<file path="src/rtl/fetch_request_sequencer_pkg.sv">
// Shared parameters for the fetch request sequencer: datapath width, boot
// address, sequential PC step, FSM state encodings and next-PC selector.
package fetch_request_sequencer_pkg;

    localparam int                    WORD_WIDTH  = 32;
    localparam logic [WORD_WIDTH-1:0] BOOT_ADDR   = 32'h0000_1000;
    localparam logic [WORD_WIDTH-1:0] INSTR_BYTES = WORD_WIDTH'(4);

    // REQ issues a read, WAIT has one outstanding, HOLD presents a stalled word.
    typedef enum logic [1:0] {
        FS_REQ  = 2'd0,
        FS_WAIT = 2'd1,
        FS_HOLD = 2'd2
    } fetch_state_e;

    // Source of the next fetch PC.
    typedef enum logic [1:0] {
        PC_HOLD     = 2'd0,
        PC_SEQ      = 2'd1,
        PC_REDIRECT = 2'd2
    } pc_sel_e;

    // Redirect targets are forced onto an instruction boundary.
    function automatic logic [WORD_WIDTH-1:0] word_align(input logic [WORD_WIDTH-1:0] addr);
        return addr & ~{{(WORD_WIDTH-2){1'b0}}, 2'b11};
    endfunction

endpackage

</file>
<file path="src/rtl/fetch_request_sequencer_next_pc.sv">
// Next-PC mux for the fetch sequencer: keep the current PC, step past the
// word just fetched, or take an aligned redirect target.
module fetch_next_pc
    import fetch_request_sequencer_pkg::*;
(
    input  pc_sel_e               sel_in,
    input  logic [WORD_WIDTH-1:0] pc_in,
    input  logic [WORD_WIDTH-1:0] fetch_addr_in,
    input  logic [WORD_WIDTH-1:0] redirect_addr_in,
    output logic [WORD_WIDTH-1:0] pc_out
);

    // Select the next PC; the sequential step wraps naturally at 2^WORD_WIDTH.
    always_comb begin
        // NOTE: assign a default before the case so no path leaves pc_out unassigned (no latch).
        pc_out = pc_in;
        unique case (sel_in)
            PC_SEQ:      pc_out = fetch_addr_in + INSTR_BYTES;
            PC_REDIRECT: pc_out = word_align(redirect_addr_in);
            default:     pc_out = pc_in;
        endcase
    end

endmodule

</file>
<file path="src/rtl/fetch_request_sequencer.sv">
// Fetch request sequencer: owns the fetch PC (rm0), issues one I-cache read
// per instruction, waits for completion and presents {rm0, instruction, valid}
// to the fetch pipeline registers. Handles decode stall and branch redirects;
// a redirect that overtakes an outstanding read marks it to be discarded.
module fetch_request_sequencer
    import fetch_request_sequencer_pkg::*;
(
    input  logic                  clk,
    input  logic                  rst_n,
    input  logic                  stall_in,
    input  logic                  redirect_in,
    input  logic [WORD_WIDTH-1:0] redirect_addr_in,
    output logic                  cache_req_out,
    output logic [WORD_WIDTH-1:0] cache_addr_out,
    input  logic                  cache_op_done_in,
    input  logic [WORD_WIDTH-1:0] cache_data_in,
    output logic [WORD_WIDTH-1:0] rm0_out,
    output logic [WORD_WIDTH-1:0] instruction_out,
    output logic                  valid_out
);

    fetch_state_e          state_q, state_d;
    logic [WORD_WIDTH-1:0] pc_q, pc_d;
    logic                  kill_q, kill_d;
    logic                  cache_req_q, cache_req_d;
    logic [WORD_WIDTH-1:0] cache_addr_q, cache_addr_d;
    logic [WORD_WIDTH-1:0] rm0_q, rm0_d;
    logic [WORD_WIDTH-1:0] instr_q, instr_d;
    logic                  valid_q, valid_d;
    pc_sel_e               pc_sel;

    fetch_next_pc u_next_pc (
        .sel_in           (pc_sel),
        .pc_in            (pc_q),
        .fetch_addr_in    (cache_addr_q),
        .redirect_addr_in (redirect_addr_in),
        .pc_out           (pc_d)
    );

    // Next-state and output decode; every register holds unless a branch below moves it.
    always_comb begin
        state_d      = state_q;
        kill_d       = kill_q;
        cache_req_d  = cache_req_q;
        cache_addr_d = cache_addr_q;
        rm0_d        = rm0_q;
        instr_d      = instr_q;
        valid_d      = valid_q;
        pc_sel       = PC_HOLD;

        unique case (state_q)
            FS_REQ: begin
                // Any presented word lasts only the one cycle spent in REQ.
                valid_d = 1'b0;
                if (redirect_in) begin
                    // The request is only raised on leaving REQ, so nothing is in
                    // flight yet: re-issue from the new PC on the next cycle.
                    pc_sel = PC_REDIRECT;
                end else begin
                    cache_req_d  = 1'b1;
                    cache_addr_d = pc_q;
                    state_d      = FS_WAIT;
                end
            end

            FS_WAIT: begin
                valid_d = 1'b0;
                if (cache_op_done_in) begin
                    cache_req_d = 1'b0;
                    kill_d      = 1'b0;
                    if (redirect_in) begin
                        // Word returned in the same cycle as a redirect is stale.
                        pc_sel  = PC_REDIRECT;
                        state_d = FS_REQ;
                    end else if (kill_q) begin
                        // Completion of a read overtaken by an earlier redirect.
                        state_d = FS_REQ;
                    end else begin
                        rm0_d   = cache_addr_q;
                        instr_d = cache_data_in;
                        valid_d = 1'b1;
                        pc_sel  = PC_SEQ;
                        state_d = stall_in ? FS_HOLD : FS_REQ;
                    end
                end else if (redirect_in) begin
                    // Keep the handshake going but drop whatever comes back.
                    pc_sel = PC_REDIRECT;
                    kill_d = 1'b1;
                end
            end

            FS_HOLD: begin
                // Outputs stay frozen with valid high until decode accepts them.
                if (redirect_in) begin
                    pc_sel  = PC_REDIRECT;
                    valid_d = 1'b0;
                    state_d = FS_REQ;
                end else if (!stall_in) begin
                    valid_d = 1'b0;
                    state_d = FS_REQ;
                end
            end

            default: begin
                state_d     = FS_REQ;
                cache_req_d = 1'b0;
                valid_d     = 1'b0;
                kill_d      = 1'b0;
            end
        endcase
    end

    // State and output registers with synchronous active-low reset.
    always_ff @(posedge clk) begin
        // NOTE: non-blocking assignments so every register samples pre-edge values.
        if (!rst_n) begin
            state_q      <= FS_REQ;
            pc_q         <= BOOT_ADDR;
            kill_q       <= 1'b0;
            cache_req_q  <= 1'b0;
            cache_addr_q <= '0;
            rm0_q        <= '0;
            instr_q      <= '0;
            valid_q      <= 1'b0;
        end else begin
            state_q      <= state_d;
            pc_q         <= pc_d;
            kill_q       <= kill_d;
            cache_req_q  <= cache_req_d;
            cache_addr_q <= cache_addr_d;
            rm0_q        <= rm0_d;
            instr_q      <= instr_d;
            valid_q      <= valid_d;
        end
    end

    assign cache_req_out   = cache_req_q;
    assign cache_addr_out  = cache_addr_q;
    assign rm0_out         = rm0_q;
    assign instruction_out = instr_q;
    assign valid_out       = valid_q;

endmodule

</file>
<file path="config.mk">
export PLATFORM = sky130hd
export DESIGN_NAME = fetch_request_sequencer
export DESIGN_NICKNAME = d
export VERILOG_FILES = /design/src/rtl/fetch_request_sequencer_pkg.sv /design/src/rtl/fetch_request_sequencer_next_pc.sv /design/src/rtl/fetch_request_sequencer.sv
export SDC_FILE = /design/constraint.sdc
export NUM_CORES = 1
export LEC_CHECK = 0
export BUFFER_PORTS_ARGS = -buffer_cell sky130_fd_sc_hd__buf_2
export CAP_MARGIN = 15
export CORE_UTILIZATION = 51
export CTS_BUF_LIST = sky130_fd_sc_hd__clkbuf_8 sky130_fd_sc_hd__clkbuf_16
export DETAILED_ROUTE_END_ITERATION = 16
export HOLD_SLACK_MARGIN = 0.12
export PLACE_DENSITY_LB_ADDON = 0.08
export REMOVE_ABC_BUFFERS = 1
export SLEW_MARGIN = 30
export SYNTH_ARGS = -nofsm -noshare
export SYNTH_HDL_FRONTEND = slang
export SYNTH_SLANG_ARGS = --single-unit
</file>
<file path="constraint.sdc">
create_clock -name clk -period 2.75 [get_ports clk]
set_input_delay 0.6875 -clock clk [delete_from_list [all_inputs] [get_ports clk]]
set_output_delay 0.6875 -clock clk [all_outputs]
set_load 0.02 [all_outputs]
</file>
==> flow_metrics.env, run 1 <==
export IMPL_path_clk_slew_ns=0.06
export IMPL_fillCellCount=812
export IMPL_synth_area_mm2=0.00533
export IMPL_reg2reg_from="state_q[0]"
export IMPL_diodes=0
export IMPL_area_growth_syn_to_layout_pct=29.0
export IMPL_relSlewSlack_pct=49.4
export IMPL_r2r_slack_ns=0.62
export IMPL_wirelength_mm=13.6
export IMPL_die_x_um=104
export IMPL_num_vias=5133
export IMPL_total_leakage_power_nw=2.87
export IMPL_start_util_pct=53.5
export IMPL_grt_max_degree=74
export IMPL_grt_antenna_before_repair=0
export IMPL_hold_path_class="in -> reg"
export IMPL_crit_required_ns=3.19
export IMPL_nets=892
export IMPL_drtAntennaViolNets=0
export IMPL_worst_setup_path_end_kind="register"
export IMPL_multi_input_area_mm2=0.00245
export IMPL_finalNonFillerCells=966
export IMPL_cts_made_buffers=17
export IMPL_portBuffers=164
export IMPL_fin_area_mm2=0.00687
export IMPL_cts_setup_buffers=0
export IMPL_wl_met3_um=728
export IMPL_critPathLaunch="state_q[0]"
export IMPL_fin_skew_ns=0.0101
export IMPL_critPathMaxFanout=11
export IMPL_reg2reg_to="pc_q[29]"
export IMPL_max_freq_mhz=470
export IMPL_tritoncts="built"
export IMPL_synth_cell_types=39
export IMPL_drt_iter0_markers=317
export IMPL_synth_seq_cells=133
export IMPL_cts_hold_buffers_added=0
export IMPL_cp_start_kind="register"
export IMPL_synth_seq_area_share_pct=50.0
export IMPL_netlist_instances=673
export IMPL_mostFrequentLayoutCell="nand2_1"
export IMPL_wl_per_cell_um=14.0
export IMPL_boundaryPins=167
export IMPL_cts_root_buf="clkbuf_8"
export IMPL_num_rows=36
export IMPL_maxCapViolCount=0
export IMPL_drive_above_1_share_pct=26.3
export IMPL_power_per_cell_area_mw_per_mm2=686
export IMPL_synth_avg_cell_area_um2=7.92
export IMPL_post_cts_resized=0
export IMPL_placed_area_mm2=0.00626
export IMPL_regArea_mm2=0.00266
export IMPL_worst_pin_slew_ns=0.759
export IMPL_worstPathArrival_ns=2.57
export IMPL_coreArea_mm2=0.00995
export IMPL_criticalPathCategory="reg -> reg"
export IMPL_grt_total_usage_pct=25.1
export IMPL_dp_cells=935
export IMPL_peakVddDrop_mv=0.385
export IMPL_die_h_um=104
export IMPL_wl_met1_mm=6.23
export IMPL_met2_length_mm=6.46
export IMPL_dr_max_layer_used="met4"
export IMPL_cts_sinks=133
export IMPL_drc_errors=0
export IMPL_clk_latency_ns=0.52
export IMPL_setup_viol=0
export IMPL_cts_max_path_buffers=2
export IMPL_mostFrequentLayoutCells="nand2_1, buf_2, dfxtp_1"
export IMPL_ys_warn_count=0
export IMPL_status="complete, no violations"
export IMPL_r2r_cells=7
export IMPL_period_minus_slack_ns=2.13
export IMPL_grt_pass1_wl_mm=22.1
export IMPL_final_max_slew_viol_count=0
export IMPL_crit_end="pc_q[29]"
export IMPL_place_congestion=0.827
export IMPL_tns_ns=0
export IMPL_rsz0062_at_grt="no"
export IMPL_dieArea_mm2=0.0109
export IMPL_period_share_pct=77.3
export IMPL_hold_violations=0
export IMPL_grt_pass1_vias=4588
export IMPL_vias_per_cell=5.31
export IMPL_htree_num_levels=4
export IMPL_grt_overflow_total=0
export IMPL_dr_pass1_iters=6
export IMPL_dp_hpwl_mm=8.82
## cells by family (layout without fill, tap and decap cells)
| group | Yosys count | count (layout) | synth area share [%] |
|---|---|---|---|
| buf+inv | 60 | 220 | 4.27 |
| fa+ha+maj | 2 | 2 | 0.469 |
| simple gates | 284 | 284 | 22.9 |
| flops | 133 | 133 | 50.0 |
| mux | 7 | 7 | 1.31 |
| xor+xnor | 23 | 23 | 3.78 |
| compound gates | 164 | 164 | 17.3 |
## how the worst min path moves through the flow
stage / start / cells past startpoint / endpoint
after floorplan: pc_q[30] / 2 / cache_addr_out[30]
after global placement: pc_q[19] / 2 / cache_addr_out[19]
after detailed placement: pc_q[20] / 2 / cache_addr_out[20]
after CTS: cache_data_in[11] / 3 / instruction_out[11]
after global routing: cache_data_in[30] / 3 / instruction_out[30]
final: cache_data_in[28] / 3 / instruction_out[28]
## critical path: stages (launching register included)
cell      delay (ns)
dfxtp_1         0.48
and3_2          0.26
inv_2           0.04
ha_1            0.49
inv_1           0.12
nand2_1         0.29
o221ai_1        0.18
a21oi_1         0.18
## synthesized netlist by cell type
cell type	instances	area, um2
a21oi_1	121	606
a21boi_0	3	22.5
nor2_1	20	75.1
and3_1	6	37.5
o221ai_1	10	87.6
nor2b_1	1	6.26
mux2i_1	7	70.1
and4_1	2	17.5
nor3_1	11	55.1
clkbuf_1	42	158
xnor2_1	9	78.8
dfxtp_1	133	2660
nand3_1	16	80.1
o31ai_1	1	7.51
nor4_4	1	21.3
a222oi_1	3	30.0
a31oi_1	1	6.26
o21ai_0	10	50.1
buf_2	2	10.0
xor2_1	14	123
and4bb_2	1	12.5
buf_1	7	26.3
inv_1	9	33.8
o211ai_1	2	15.0
a22oi_1	7	52.6
a211oi_1	2	15.0
o21a_1	1	7.51
nor3b_1	3	22.5
nand4_2	1	12.5
a2111oi_0	1	8.76
nand3b_1	1	7.51
ha_1	2	25.0
nand4bb_1	1	11.3
nor4b_1	1	8.76
or2_2	1	6.26
o22ai_1	2	12.5
nand4_1	11	68.8
or3_1	1	6.26
nand2_1	206	773
## metrics by stage
step | util [%] | total power, mW | hold slack, ns | setup slack, ns
5_1_grt | 69.1 | 4.89 | 0.397 | 0.471
6_report | 69.1 | 4.72 | 0.402 | 0.624
2_1_floorplan | - | 2.27 | 0.429 | -2.27
3_3_place_gp | 62.9 | 2.43 | 0.436 | 0.359
3_5_place_dp | 62.9 | 2.45 | 0.442 | 0.305
4_1_cts | 69.1 | 4.74 | 0.390 | 0.613
## sequential cells by signal, summed over array words and instances, names as in the netlist
| name | cells |
|---|---|
| valid_out | 1 |
| instruction_out | 32 |
| state_q | 2 |
| cache_addr_out | 32 |
| pc_q | 32 |
| kill_q | 1 |
| cache_req_out | 1 |
| rm0_out | 32 |
## cell type report
class	instances	share of cell area, %
Sequential cell	133	38.7
Multi-Input combinational cell	480	35.6
Timing Repair Buffer	180	13.9
Clock buffer	18	6.22
Clock inverter	13	2.64
Tap cell	133	2.42
Inverter	9	0.528
## per-layer routing
| layer | vias up | GRT usage, % |
|---|---|---|
| met5 | - | 0 |
| met4 | 0 | 8.67 |
| met3 | 17 | 5.64 |
| met2 | 148 | 41.6 |
| met1 | 2383 | 32.1 |
| li1 | 2585 | - |
## where the power goes
group,total [mW],switching (mW),internal [mW]
sequential,2.04,0.0517,1.99
combinational,0.364,0.226,0.138
clock,2.31,0.824,1.49
total,4.72,1.10,3.61
(Power assumes the default switching activity.)
==> run 2, diff against run 1 <==
Settings changed: CORE_UTILIZATION 51 to 46.
Clock period 2.75 ns to 1.75 ns, I/O delays scaled along.
==> run 2 against run 1 <==
The run now ends with setup timing left; non-clock buffer count increased by 48; via count is 5.1% higher; total power increased by 52%; flip-flop and latch count is the same; sequential power is 56% higher; critical endpoint is now pc_q[15]; largest cell class unchanged.
==> flow_metrics.env, run 2 (same netlist as run 1, synthesis figures left out) <==
export IMPL_critPathMaxFanout=11
export IMPL_mostFrequentLayoutCell="nand2_1"
export IMPL_boundaryPins=167
export IMPL_mostFrequentLayoutCells="nand2_1, buf_2, dfxtp_1"
export IMPL_relSlewSlack_pct=55.5
export IMPL_worst_setup_path_end_kind="register"
export IMPL_period_minus_slack_ns=1.78
export IMPL_grt_pass1_wl_mm=22.8
export IMPL_portBuffers=164
export IMPL_area_growth_syn_to_layout_pct=37.3
export IMPL_fin_skew_ns=0.00507
export IMPL_dr_pass1_iters=5
export IMPL_status="finished with violations"
export IMPL_crit_end="pc_q[15]"
export IMPL_nets=940
export IMPL_reg2reg_from="state_q[1]"
export IMPL_htree_num_levels=4
export IMPL_setup_viol=1
export IMPL_drtAntennaViolNets=0
export IMPL_worst_pin_slew_ns=0.668
export IMPL_hold_violations=0
export IMPL_maxCapViolCount=0
export IMPL_cts_root_buf="clkbuf_16"
export IMPL_vias_per_cell=5.28
export IMPL_peakVddDrop_mv=0.628
export IMPL_period_share_pct=102
export IMPL_tns_ns=-0.0279
export IMPL_fin_area_mm2=0.00732
export IMPL_grt_max_degree=66
export IMPL_wl_per_cell_um=14.4
export IMPL_grt_overflow_total=0
export IMPL_violations="setup timing"
export IMPL_coreArea_mm2=0.0111
export IMPL_reg2reg_to="pc_q[15]"
export IMPL_worstPathArrival_ns=2.06
export IMPL_clk_latency_ns=0.41
export IMPL_total_leakage_power_nw=3.17
export IMPL_r2r_cells=7
export IMPL_power_per_cell_area_mw_per_mm2=976
export IMPL_rsz0062_at_grt="yes"
export IMPL_num_rows=38
export IMPL_drc_errors=0
export IMPL_finalNonFillerCells=1022
export IMPL_path_clk_slew_ns=0.05
export IMPL_die_x_um=110
export IMPL_dp_cells=987
export IMPL_fin_ws_ns=-0.0279
export IMPL_cp_start_kind="register"
export IMPL_critPathLaunch="state_q[1]"
export IMPL_r2r_slack_ns=-0.03
export IMPL_power_total_mw=7.15
export IMPL_drt_iter0_markers=369
export IMPL_place_congestion=0.801
export IMPL_grt_antenna_before_repair=0
export IMPL_cts_made_buffers=17
export IMPL_hold_path_class="in -> reg"
export IMPL_drive_above_1_share_pct=31.1
export IMPL_grt_pass1_vias=4861
export IMPL_crit_required_ns=2.03
export IMPL_criticalPathCategory="reg -> reg"
export IMPL_cts_sinks=133
export IMPL_grt_total_usage_pct=24.8
export IMPL_placed_area_mm2=0.00666
export IMPL_num_vias=5394
export IMPL_die_h_um=110
export IMPL_start_util_pct=48.1
export IMPL_cts_max_path_buffers=2
export IMPL_max_freq_mhz=562
export IMPL_dp_hpwl_mm=9.67
export IMPL_tritoncts="built"
export IMPL_dieArea_mm2=0.0120
export IMPL_wirelength_mm=14.7
export IMPL_final_max_slew_viol_count=0
-- run 2: changes by cell type in the layout (fill, tap and decap cells not counted), moves of 4 or more --
cell       previous run  this run
buf_4                15        56
bufinv_16             4         0
clkbuf_8              2         7
inv_1                 7        11
buf_12                1         6
-- run 2: worst min path at each step --
stage / start / slack [ns] / end / depth (start not counted)
6_report: cache_data_in[1] / 0.26 / instruction_out[1] / 3
5_1_grt: cache_data_in[29] / 0.25 / instruction_out[29] / 3
4_1_cts: cache_data_in[8] / 0.24 / instruction_out[8] / 3
3_5_place_dp: rm0_out[23] / 0.44 / rm0_out[23] / 2
3_3_place_gp: pc_q[17] / 0.43 / cache_addr_out[17] / 2
2_1_floorplan: pc_q[30] / 0.43 / cache_addr_out[30] / 2
-- run 2: layer usage --
layer  GRT usage [%]  wire length [um]
met2            42.1              7230
met3            6.05               866
met4            11.1               195
met5               0                 0
met1            29.7              6430
-- run 2: where the power goes --
group	internal, mW	switching (mW)
combinational	0.295	0.413
sequential	3.13	0.0564
clock	2.04	1.22
-- run 2: area by class of cell --
cell class / instances / area [um2]
antenna: 1 / 2.50
clock buffer: 24 / 522
clock inverter: 7 / 30.0
fill: 979 / 3760
inverter: 9 / 36.3
multi-input combinational: 480 / 2500
sequential: 133 / 2670
tap: 140 / 175
timing repair buffer: 228 / 1380
-- run 2: repair_timing --
item	CTS	global route
cloned	0	0
resized for setup	4	15
hold buffers	0	0
setup buffers	0	3
endpoints found under the setup margin	30	64
pin swaps	2	5
-- run 2: worst max-delay path: stages (launching register included) --
cell,delay [ns]
dfxtp_4,0.36
nor2_2,0.07
and3_4,0.19
inv_2,0.05
ha_4,0.25
buf_4,0.20
a222oi_1,0.46
nor2_1,0.07
-- run 2: metrics by stage --
step / setup WS, ns / util, % / hold WS (ns)
2_1_floorplan: -3.02 / - / 0.429
3_3_place_gp: -0.276 / 60.1 / 0.434
3_5_place_dp: -0.356 / 60.1 / 0.441
4_1_cts: 0.00784 / 65.3 / 0.244
5_1_grt: -0.0684 / 66.0 / 0.252
6_report: -0.0279 / 66.1 / 0.257
==> run 3, diff against run 2 <==
Settings changed: GPL_TIMING_DRIVEN from default to 0, SETUP_SLACK_MARGIN from default to 0.2.
==> run 3 against run 2 <==
The run still ends with setup timing left; count of clock-buffer cells in the layout grew 2; global-route usage grew 2.4 points; maximum frequency shrank 7.0%; highest routed layer is now met5; routed wire length grew 9.3%; critical path type unchanged; total power grew 2.4%; cell count shrank 1.9%; register-to-register slack lost 0.13 ns; die area is the same; utilization grew 1.3 points.
==> flow_metrics.env, run 3 (same netlist as run 1, synthesis figures left out) <==
export IMPL_fin_skew_ns=0.00842
export IMPL_num_rows=38
export IMPL_maxCapViolCount=0
export IMPL_grt_antenna_before_repair=1
export IMPL_rsz0062_at_grt="yes"
export IMPL_fin_area_mm2=0.00747
export IMPL_hold_path_class="in -> reg"
export IMPL_setup_viol=64
export IMPL_cts_sinks=133
export IMPL_drtAntennaViolNets=0
export IMPL_cts_made_buffers=17
export IMPL_max_stage_delay_ns=0.35
export IMPL_crit_required_ns=2.08
export IMPL_violations="setup timing"
export IMPL_cp_start_kind="register"
export IMPL_reg2reg_to="pc_q[23]"
export IMPL_total_leakage_power_nw=3.13
export IMPL_cts_root_buf="clkbuf_16"
export IMPL_wl_per_cell_um=16.0
export IMPL_r2r_cells=10
export IMPL_fillCellCount=939
export IMPL_status="finished with violations"
export IMPL_criticalPathCategory="reg -> reg"
export IMPL_fin_ws_ns=-0.161
export IMPL_num_vias=5384
export IMPL_dieArea_mm2=0.0120
export IMPL_finalNonFillerCells=1003
export IMPL_nets=922
export IMPL_area_growth_syn_to_layout_pct=40.1
export IMPL_mostFrequentLayoutCell="nand2_1"
export IMPL_dp_hpwl_mm=8.88
export IMPL_htree_num_levels=4
export IMPL_dr_pass1_iters=5
export IMPL_tritoncts="built"
export IMPL_grt_pass1_vias=4931
export IMPL_period_share_pct=109
export IMPL_relSlewSlack_pct=52.3
export IMPL_cts_max_path_buffers=2
export IMPL_final_max_slew_viol_count=0
export IMPL_mostFrequentLayoutCells="nand2_1, buf_2, a21oi_1"
export IMPL_die_h_um=110
export IMPL_tns_ns=-5.66
export IMPL_start_util_pct=48.1
export IMPL_worst_setup_path_end_kind="register"
export IMPL_peakVddDrop_mv=0.613
export IMPL_hold_worst_slack_ns=0.258
export IMPL_coreArea_mm2=0.0111
export IMPL_hold_violations=0
export IMPL_grt_total_usage_pct=27.3
export IMPL_die_x_um=110
export IMPL_vias_per_cell=5.37
export IMPL_critPathLaunch="state_q[1]"
export IMPL_power_per_cell_area_mw_per_mm2=980
export IMPL_grt_overflow_total=0
export IMPL_holdCritStartpoint="cache_data_in[8]"
export IMPL_drt_iter0_markers=377
export IMPL_worst_pin_slew_ns=0.716
export IMPL_slowest_stage="dfxtp_4"
export IMPL_clk_latency_ns=0.42
export IMPL_hold_path_cell_count=3
export IMPL_wirelength_mm=16.1
export IMPL_grt_pass1_wl_mm=24.5
export IMPL_period_minus_slack_ns=1.91
export IMPL_portBuffers=164
export IMPL_drive_above_1_share_pct=34.8
export IMPL_diodes=0
export IMPL_path_clk_slew_ns=0.05
export IMPL_reg2reg_from="state_q[1]"
export IMPL_boundaryPins=167
export IMPL_path_cells="nor2_4 -> and3_4 -> buf_12 -> inv_16 -> ha_4 -> buf_12 -> nor2_4 -> buf_6 -> nand4_1 -> o221ai_1"
export IMPL_min_to="instruction_out[8]"
export IMPL_placed_area_mm2=0.00624
export IMPL_dp_cells=932
export IMPL_r2r_slack_ns=-0.16
export IMPL_drc_errors=0
export IMPL_max_freq_mhz=523
export IMPL_worstPathArrival_ns=2.25
export IMPL_place_congestion=0.795
export IMPL_grt_max_degree=64
export IMPL_critPathMaxFanout=10
## run 3: critical path: cells and delay by family (launching register included)
kind | cells | cell delay [ns]
AO/OA/AOI/OAI | 1 | 0.10
adder cells (fa/ha/maj) | 1 | 0.29
buffers and inverters | 4 | 0.51
flip-flops | 1 | 0.35
AND/OR/NAND/NOR | 4 | 0.56
## run 3: area by class of cell
| type | instances | area (um2) | area share (%) |
|---|---|---|---|
| repair inverters | 2 | 17.5 | 0.235 |
| inverters | 9 | 58.8 | 0.788 |
| clock buffers | 26 | 549 | 7.36 |
| well taps | 140 | 175 | 2.35 |
| multi-input cells | 482 | 2650 | 35.5 |
| clock inverters | 5 | 21.3 | 0.285 |
| repair buffers | 206 | 1300 | 17.4 |
| flip-flops and latches | 133 | 2700 | 36.1 |
## run 3: power by group
part,switching (mW),internal (mW)
registers,0.0895,3.13
clock network,1.21,2.12
logic,0.438,0.331
## run 3: per-stage QoR
| stage | utilization (%) | setup WS (ns) | total power, mW |
|---|---|---|---|
| floorplan | - | -3.02 | 3.57 |
| global placement | 55.4 | -5.60 | 3.79 |
| detailed placement | 56.3 | -2.09 | 3.84 |
| CTS | 66.6 | -0.156 | 7.34 |
| global route | 67.4 | -0.227 | 7.58 |
| finish | 67.4 | -0.161 | 7.32 |
## run 3: worst max path at each step
| stage | end | slack (ns) | cells past startpoint |
|---|---|---|---|
| after floorplan | pc_q[11] | -3.02 | 9 |
| after global placement | pc_q[24] | -5.60 | 8 |
| after detailed placement | pc_q[21] | -2.09 | 10 |
| after CTS | pc_q[10] | -0.16 | 10 |
| after global routing | pc_q[21] | -0.23 | 9 |
| final | pc_q[23] | -0.16 | 10 |
## run 3: routing by layer
metal | routed length [um] | global-route usage, % | up-vias | share of wire (%)
li1 | - | - | 2639 | -
met1 | 6690 | 31.6 | 2524 | 42
met2 | 7980 | 47.1 | 187 | 50
met3 | 947 | 6.40 | 32 | 5.9
met4 | 462 | 13.3 | 2 | 2.9
met5 | 13 | 0 | - | 0.081
## run 3: what timing repair did
action,4_1_cts,5_1_grt
setup buffers,30,4
gates cloned,5,1
hold buffers,0,0
endpoints found under the setup margin,137,88
pin swaps,14,9
resized for setup,64,20
